File: src/rtl/req_dispatch.sv
// Request capture and dispatch: rising edges on req_in set sticky pending bits,
// and the highest-index unmasked pending line is offered on a registered valid/ready output.
module req_dispatch #(
  parameter  int IN_WIDTH  = 8,
  localparam int OUT_WIDTH = $clog2(IN_WIDTH)
) (
  input  logic                 clk,
  input  logic                 rst,
  input  logic [IN_WIDTH-1:0]  req_in,
  input  logic [IN_WIDTH-1:0]  mask,
  output logic                 out_valid,
  input  logic                 out_ready,
  output logic [OUT_WIDTH-1:0] out_idx,
  output logic [IN_WIDTH-1:0]  pending,
  output logic [7:0]           ovf_cnt
);

  // Handshake: out_idx is transferred at a rising edge where out_valid && out_ready
  // (and rst is low). While out_valid is high and out_ready low, out_valid and
  // out_idx hold. A new index may be loaded in the same edge that completes a transfer.

  logic [IN_WIDTH-1:0]  req_d;
  logic [IN_WIDTH-1:0]  rise;
  logic [IN_WIDTH-1:0]  elig;
  logic [IN_WIDTH-1:0]  clr;
  logic [OUT_WIDTH-1:0] sel;
  logic                 load;
  logic                 ovf_hit;

  assign rise = req_in & ~req_d;
  assign elig = pending & mask;

  // Ascending scan so the last (highest) eligible index overrides lower ones.
  always_comb begin
    sel = '0;
    for (int i = 0; i < IN_WIDTH; i++) begin
      if (elig[i]) sel = OUT_WIDTH'(i);
    end
  end

  assign load    = (!out_valid || out_ready) && (|elig);
  assign clr     = load ? (IN_WIDTH'(1) << sel) : '0;
  assign ovf_hit = |(rise & pending & ~clr);

  always_ff @(posedge clk) begin
    if (rst) begin
      req_d     <= '0;
      pending   <= '0;
      out_valid <= 1'b0;
      out_idx   <= '0;
      ovf_cnt   <= '0;
    end else begin
      req_d   <= req_in;
      // A rise in the same cycle as its clear keeps the bit pending.
      pending <= (pending & ~clr) | rise;
      if (load) begin
        out_valid <= 1'b1;
        out_idx   <= sel;
      end else if (out_valid && out_ready) begin
        out_valid <= 1'b0;
      end
      if (ovf_hit && (ovf_cnt != 8'hFF)) ovf_cnt <= ovf_cnt + 8'd1;
    end
  end

endmodule

File: config.mk
export PLATFORM = sky130hd
export DESIGN_NAME = req_dispatch
export DESIGN_NICKNAME = d
export VERILOG_FILES = /design/src/rtl/req_dispatch.sv
export SDC_FILE = /design/constraint.sdc
export NUM_CORES = 1
export LEC_CHECK = 0
export CAP_MARGIN = 20
export CORE_UTILIZATION = 35
export CTS_BUF_LIST = sky130_fd_sc_hd__clkbuf_16
export CTS_CLUSTER_SIZE = 40
export DETAILED_ROUTE_END_ITERATION = 7
export HOLD_SLACK_MARGIN = 0.08
export PLACE_DENSITY_LB_ADDON = 0.1
export SYNTH_ARGS = -nofsm -noshare
export SYNTH_HDL_FRONTEND = slang
export SYNTH_SLANG_ARGS = --single-unit
File: constraint.sdc
create_clock -name clk -period 4.97 [get_ports clk]
set_clock_uncertainty 0.05 [all_clocks]
set_input_delay 0.7455 -clock clk [delete_from_list [all_inputs] [get_ports clk]]
set_output_delay 0.7455 -clock clk [all_outputs]
set_load 0.1 [all_outputs]
======== Yosys cells after proc, flatten, opt, wreduce, memory -nomap -nowiden ========
Index checks and enable logic that the tools add are counted.
storage, ports and cells
  memories ................................ 0
  flip-flop bits (word level) ............. 28
  latch bits .............................. 0
  word-level logic and storage cells ...... 34
  input bits .............................. 19
  memory bits (writable) .................. 0
  output and inout bits ................... 20
  memory bits (read-only) ................. 0
cells by class
  order comparisons ....................... 0
  reductions and logical operators ........ 8
  shifts and indexed selects .............. 1
  add/subtract/negate cells ............... 1
  muxes and demuxes ....................... 10
  $mul .................................... 0
  bitwise gates (word level) .............. 8
  equal/unequal tests ..................... 1
  divide/modulo/power cells ............... 0
operator list
  cell                                              number
  AND 8 bit                                         5
  2-to-1 mux 3 bit                                  6
  NOT 8 bit                                         2
  OR reduction 8 bit                                2
  adder 8 x 1 -> 8 bit (second input constant)      1
  2-to-1 mux 8 bit                                  1
  inequality test 8 bit (second input constant)     1
  bitwise OR 8 bit                                  1
  << shifter 1 x 3 -> 8 bit (first input constant)  1
  logical AND 1 bit                                 3
  2-to-1 mux 1 bit                                  3
  nonzero test 2 bit                                1
  zero test 1 bit                                   1
  logical OR 1 bit                                  1

======== Longest topological paths before layout ========
Gate-level depths: netlist of the first run.
  depth in word-level cells ............... 14
  mapped depth ............................ 9
  mapped depth without buffers ............ 7

======== Worst setup path before layout of the first run ========
Ideal clock, no wire load.
  path type ............................... reg-to-reg
  start ................................... reg pending[4]
  end ..................................... reg ovf_cnt[5]
  arrival ................................. 2.591 ns
  setup slack ............................. 2.206 ns
  cell stages (with the launch flop) ...... 8
  cells stage by stage .................... dfxtp_1 -> a22oi_2 -> and4_1 -> a31oi_1 -> a211oi_2 -> a32oi_1 -> nand4_1 -> mux2_1
on the way
  longest elaborated chain between the ends .. 11
  elaborated cells on any way between the ends .. 14
  classes of those cells .................. shift: 1; mux: 5; bitwise: 4; reduce/logical: 4
RTL lines
  item                           line  source
  start, declared                14    output logic [IN_WIDTH-1:0] pending,
  start signal, assigned         55    pending <= (pending & ~clr) | rise;
  AND 8 bit                      31    assign elig = pending & mask;
  2-to-1 mux 3 bit (4 in a row)  37    if (elig[i]) sel = OUT_WIDTH'(i);
  << shifter 1 x 3 -> 8 bit      42    assign clr = load ? (IN_WIDTH'(1) << sel) : '0;
  2-to-1 mux 8 bit               42
  NOT 8 bit                      43    assign ovf_hit = |(rise & pending & ~clr);
  AND 8 bit (*)                  43
  OR reduction 8 bit (*)         43
  logical AND 1 bit (*)          62    if (ovf_hit && (ovf_cnt != 8'hFF)) ovf_cnt <= ovf_cnt + 8'd1;
  end signal, assigned           62
  end, declared                  15    output logic [7:0] ovf_cnt
Every way passes the cells marked *; elsewhere a longest branch is shown, timed or not.
A chain may end at the register's enable or synchronous reset.

======== Final worst setup path of the first run ========
  start ................................... in mask[5]
  end ..................................... reg ovf_cnt[5]
on the way
  longest elaborated chain between the ends .. 10
  elaborated cells on any way between the ends .. 12
  classes of those cells .................. shift: 1; mux: 4; bitwise: 3; reduce/logical: 4
RTL lines
  item                           line  source
  start, declared                10    input logic [IN_WIDTH-1:0] mask,
  AND 8 bit (*)                  31
  2-to-1 mux 3 bit (3 in a row)  37
  << shifter 1 x 3 -> 8 bit      42
  2-to-1 mux 8 bit (*)           42
  NOT 8 bit (*)                  43
  AND 8 bit (*)                  43
  OR reduction 8 bit (*)         43
  logical AND 1 bit (*)          62
Marked as above.

==> results of run 1 <==
## tightest hold or removal path, delay by kind of cell (launching register included)
kind,cells,cell delay [ns]
compound gates,2,0.14
flops,1,0.31
## placed cells by master, fill, tap and decap left out, types with 4 or more instances in the layout
master and n:
a21oi_1 11, nand3_1 8, clkdlybuf4s50_1 38, nand2_1 17, nand2b_1 6, nor2b_1 13, dfxtp_1 28, and3_1 5
nor2_1 14, a21o_1 5, inv_1 9, a311oi_1 4
## cells by family (layout without fill, tap and decap cells)
group,after synthesis,in the layout,share of synthesized area
buf+inv,14,52,0.0491
fa+ha+maj,1,1,0.00909
simple gates,75,75,0.296
mux,2,2,0.0155
compound gates,40,40,0.216
flops,28,28,0.407
xor+xnor,1,1,0.00636
## cell type report
class / instances / area (um2)
Clock buffer: 3 / 75.1
Clock inverter: 1 / 3.75
Fill cell: 382 / 1840
Inverter: 9 / 33.8
Multi-Input combinational cell: 119 / 748
Sequential cell: 28 / 561
Tap cell: 48 / 60.1
Timing Repair Buffer: 39 / 395
## power by group through the flow
stage                     clock, mW  combinational (mW)  sequential [mW]
after floorplan                   0              0.0667            0.357
after detailed placement          0               0.216            0.263
after global placement            0               0.215            0.261
final                         0.184               0.218            0.258
after global routing          0.200               0.232            0.261
after CTS                     0.189               0.218            0.258
## routing by layer
layer | global-route usage | share of wire | up-vias
li1 | - | - | 654
met1 | 0.241 | 0.49 | 608
met2 | 0.258 | 0.44 | 40
met3 | 0.0317 | 0.045 | 9
met4 | 0.0778 | 0.020 | 0
met5 | 0 | 0 | -
## final timing paths
| path | slack (ns) | startpoint | depth (start not counted) | end |
|---|---|---|---|---|
| min | 0.44 | out_idx[2] | 2 | out_idx[2] |
| max | 1.64 | mask[5] | 8 | ovf_cnt[5] |
| max reg2reg | 2.22 | pending[4] | 7 | ovf_cnt[5] |
| min reg2reg | 0.44 | out_idx[2] | 2 | out_idx[2] |
## flip-flops by register name (all words and copies together) (netlist names)
register,count
pending,8
ovf_cnt,8
req_d,8
out_idx,3
out_valid,1
## stage by stage
step,instance area (um2),setup WS [ns],std cells
floorplan,1380,2.21,161
global placement,1780,1.55,242
detailed placement,1780,1.47,242
CTS,1860,1.66,246
global route,1880,1.37,247
finish,1880,1.64,247
==> metrics, run 1 <==
initial antenna violation count=0; gpl congestion=about 0.88; WHS=roughly 0.44 ns; worst path bufs/invs=1; Most used DFF post-synth=dfxtp_1; vias=1311; internal power=approximately 0.41 mW; Crit Path Class=primary input to register; Synth Register Bits=28; DR pass1 iterations=4; critical path arrival=approximately 3.4 ns; Tmin final=about 3.3 ns; Post-CTS Setup Bufs=0; post-synthesis sequential area ratio=0.407; net count after synthesis=around 180; final WL=3300 um; peak supply drop=about 0.00012 V; Max Slew Vio Count=0; post-detail-place hpwl=between 2000 and 2500 um; fmax=300 MHz; Synth area leaders=dfxtp_1, nor2b_1, nand2_1; Sequential Power Share=0.391; core area=about 0.0037 mm2; DRT iter0 DRCs=109; slowest CP cell=a32oi_1; H-Tree Level Count=1; GRT Residual Overflow=0; row count=22; crit path cell chain=clkdlybuf4s50_1 > a22oi_2 > and4_1 > a31oi_1 > a211oi_2 > a32oi_1 > nand4_1 > mux2_1; Clock Power Share=0.279; status=completed; Util after Layout=0.505; slowest cell delay on critical path=0.71 ns; worst path required time=5.07 ns; Gate power share=0.330; first-pass GRT wire length=between 5000 and 6000 um; largest net degree at the start of global routing=30; Avg WL per Cell=approximately 13 um; Initial Utilization=0.370; setup TNS=0 ns; final-report hold violation count=0; pwr/cell area=about 350 mW/mm2; count leader, synth=dfxtp_1; I/O Pins=39; vias in the first global route=between 1000 and 1500; clock sinks=28; die area=approximately 0.0042 mm2; hold buffer count at CTS=0; Vias/cell=5.31; Async S/R FF share, synth=0; clock-pin slew on the worst setup and hold paths=0.07 ns; number of synthesized flops with an enable pin=0; Die Y=64.7 um; Post-route DRC=0; Worst setup SP type=primary input; cell taking the most area after synthesis=dfxtp_1; CTS root buffer=clkbuf_16; period utilization=0.670; area fraction of the dominant cell type after synthesis=0.407; RSZ-0062 raised after global routing=false; Clock Latency Late Sink=between 0.2 and 0.3 ns; Worst path top cell family by delay=compound AO/OA/AOI/OAI gates; Slew HR=0.349; crit path max fanout=11; Leak=0.716 nW; Synth-to-Final Area Change=36.4%; Synth Area per Inst=roughly 8.5 um2; worst hold path type=register to register; Crit. End Element=register; final setup violating endpoints=0; Synth top cells by count=dfxtp_1, nand2_1, nor2_1; CTS tree=done; number of max-cap violations=0; Yosys Warn Count=0; cts bufs inserted=3; Final Net Count=220; Detail Route Antenna Nets=0; clock buffer depth=2; post-synth cell types=41; Ant. Diodes=0; area of the mapped netlist=between 0.001 and 0.0015 mm2; switching pwr=around 0.24 mW; Post-CTS Resized=0; Die X-Extent=64.7 um; IO buf count=38; Total GRT Usage=0.173; layout cells sized above 1=0.0553; Cells after Synth=~160; Tot Pwr=about 0.66 mW; Least-Margin Pin Slew=0.973 ns; Switching Share=0.371
(Power assumes the default switching activity.)
==> run 2, diff against run 1 <==
clock period = 3.19 ns   (was 4.97 ns; I/O delays follow)
==> run 2 against run 1 <==
Register-to-register slack lost 1.3 ns. Sequential power grew 55%. Sequential share of layout area grew 0.88 points. Final area shrank 2.9%. Flip-flop and latch count is the same. Wire length shrank 1.9%. Highest routed layer unchanged.
==> metrics, run 2 (same netlist as run 1, synthesis figures left out) <==
peak supply drop=0.000192 V (+64%); initial antenna violation count=0 (unchanged); layout cells sized above 1=0.161 (+0.106); vias in the first global route=1180 (-1.2%); DR pass1 iterations=4 (unchanged); Crit Path Class=primary input to register; R2R setup slack=0.95 ns (-1.27 ns); core area=0.00372 mm2 (unchanged); most frequent cells in the layout=dfxtp_1, buf_4, clkdlybuf4s50_1; post-detail-place hpwl=2470 um (+3.0%); Slew HR=0.640 (+0.291); R2R Path Start=out_valid; Worst setup SP type=primary input; Post-CTS Resized=0 (unchanged); GRT Residual Overflow=0 (unchanged); H-Tree Level Count=1 (unchanged); Crit. End Element=register; Die X-Extent=64.7 um (unchanged); CTS tree=done; final-report hold violation count=0 (unchanged); critical path arrival=2.78 ns (-0.65 ns); Synth-to-Final Area Change=32.5%; Post-CTS Setup Bufs=0 (unchanged); Least-Margin Pin Slew=0.538 ns (-0.435 ns); Hold Startpoint=out_idx[2]; vias=1294 (-1.3%); clock buffer depth=2 (unchanged); die area=0.00419 mm2 (unchanged); period utilization=0.829; row count=22 (unchanged); setup TNS=0 ns (unchanged); final setup violating endpoints=0 (unchanged); status=completed; RSZ-0062 raised after global routing=false; Avg WL per Cell=13.1 um (-1.9%); Detail Route Antenna Nets=0 (unchanged); first-pass GRT wire length=5360 um (-5.5%); clock-pin slew on the worst setup and hold paths=0.07 ns (about the same); I/O Pins=39 (unchanged); Max Slew Vio Count=0 (unchanged); number of max-cap violations=0 (unchanged); Total GRT Usage=0.164 (-0.00908); WHS Endpoint=out_idx[2]; pwr/cell area=558 mW/mm2 (+59%); CTS root buffer=clkbuf_16; largest net degree at the start of global routing=18 (-40%); Die Y=64.7 um (unchanged); Leak=0.750 nW (+4.8%); Tmin final=about 2.6 ns; worst hold path type=register to register; DRT iter0 DRCs=97 (-11%); Initial Utilization=0.370 (unchanged); Clock Latency Late Sink=0.26 ns (about the same); Final Net Count=221 (+0.45%); worst path required time=3.33 ns (-1.74 ns); crit path max fanout=10 (-1); final WL=3230 um (-1.9%); # placed instances=244 (+0.83%); Largest regs=ovf_cnt (8), pending (8), req_d (8); Setup WS post-layout=0.547 ns (-1.09 ns); Post-route DRC=0 (unchanged); dpl ws=0.305 ns (-1.16 ns); cts bufs inserted=3 (unchanged); IO buf count=38 (unchanged); Post-Layout Cell Count=247 (unchanged); Ant. Diodes=0 (unchanged); Vias/cell=5.24 (-1.3%); WHS Path Cells=2 (unchanged); clock sinks=28 (unchanged); hold buffer count at CTS=0 (unchanged); worst reg2reg path depth=8 (+1); commonest non-fill, non-tap cell in the layout=dfxtp_1; fmax=378 MHz; gpl congestion=0.857 (-2.2%); worst reg2reg path endpoint=ovf_cnt[2]
run 2: cell types whose count changed in the layout (fill, tap and decap cells not counted), sizes merged:
cell and delta:
clkdlybuf4s50 -20, clkinv -1, buf +21
run 2: power by group:
part           switching (mW)  internal, mW
Sequential             0.0247         0.376
Clock                   0.116         0.166
Combinational           0.237        0.0965
run 2: worst max-delay path, cell delays in order:
cell and delay (ns):
clkdlybuf4s50_1 0.46, nand2b_1 0.28, a311oi_1 0.15, or4_1 0.57
a211oi_2 0.25, a32oi_1 0.11, buf_4 0.19, a21o_1 0.19
a21oi_2 0.10
run 2: worst max path at each step:
stage | from | to | slack (ns)
global placement | out_ready | ovf_cnt[5] | 0.34
global route | out_ready | ovf_cnt[3] | 0.44
finish | out_ready | ovf_cnt[2] | 0.55
detailed placement | out_ready | ovf_cnt[5] | 0.30
CTS | out_ready | ovf_cnt[3] | 0.57
floorplan | pending[4] | ovf_cnt[5] | 0.43
run 2: routing by layer:
layer | share of wire | GRT usage | up-vias
li1 | - | - | 651
met1 | 0.50 | 0.227 | 610
met2 | 0.46 | 0.253 | 29
met3 | 0.030 | 0.0299 | 4
met4 | 0.0096 | 0.0611 | 0
met5 | 0 | 0 | -
run 2: cell type report:
type / instances / area (um2)
clock buffer: 3 / 75.1
multi-input combinational: 119 / 748
tap: 48 / 60.1
sequential: 28 / 561
fill: 372 / 1890
timing repair buffer: 40 / 345
inverter: 9 / 33.8
run 2: metrics by stage:
stage / area (um2) / hold slack, ns / total power [mW] / utilization
2_1_floorplan: 1380 / 0.438 / 0.661 / -
3_3_place_gp: 1750 / 0.416 / 0.739 / 0.470
3_5_place_dp: 1750 / 0.426 / 0.743 / 0.470
4_1_cts: 1820 / 0.436 / 1.03 / 0.491
5_1_grt: 1820 / 0.461 / 1.06 / 0.491
6_report: 1820 / 0.430 / 1.02 / 0.491
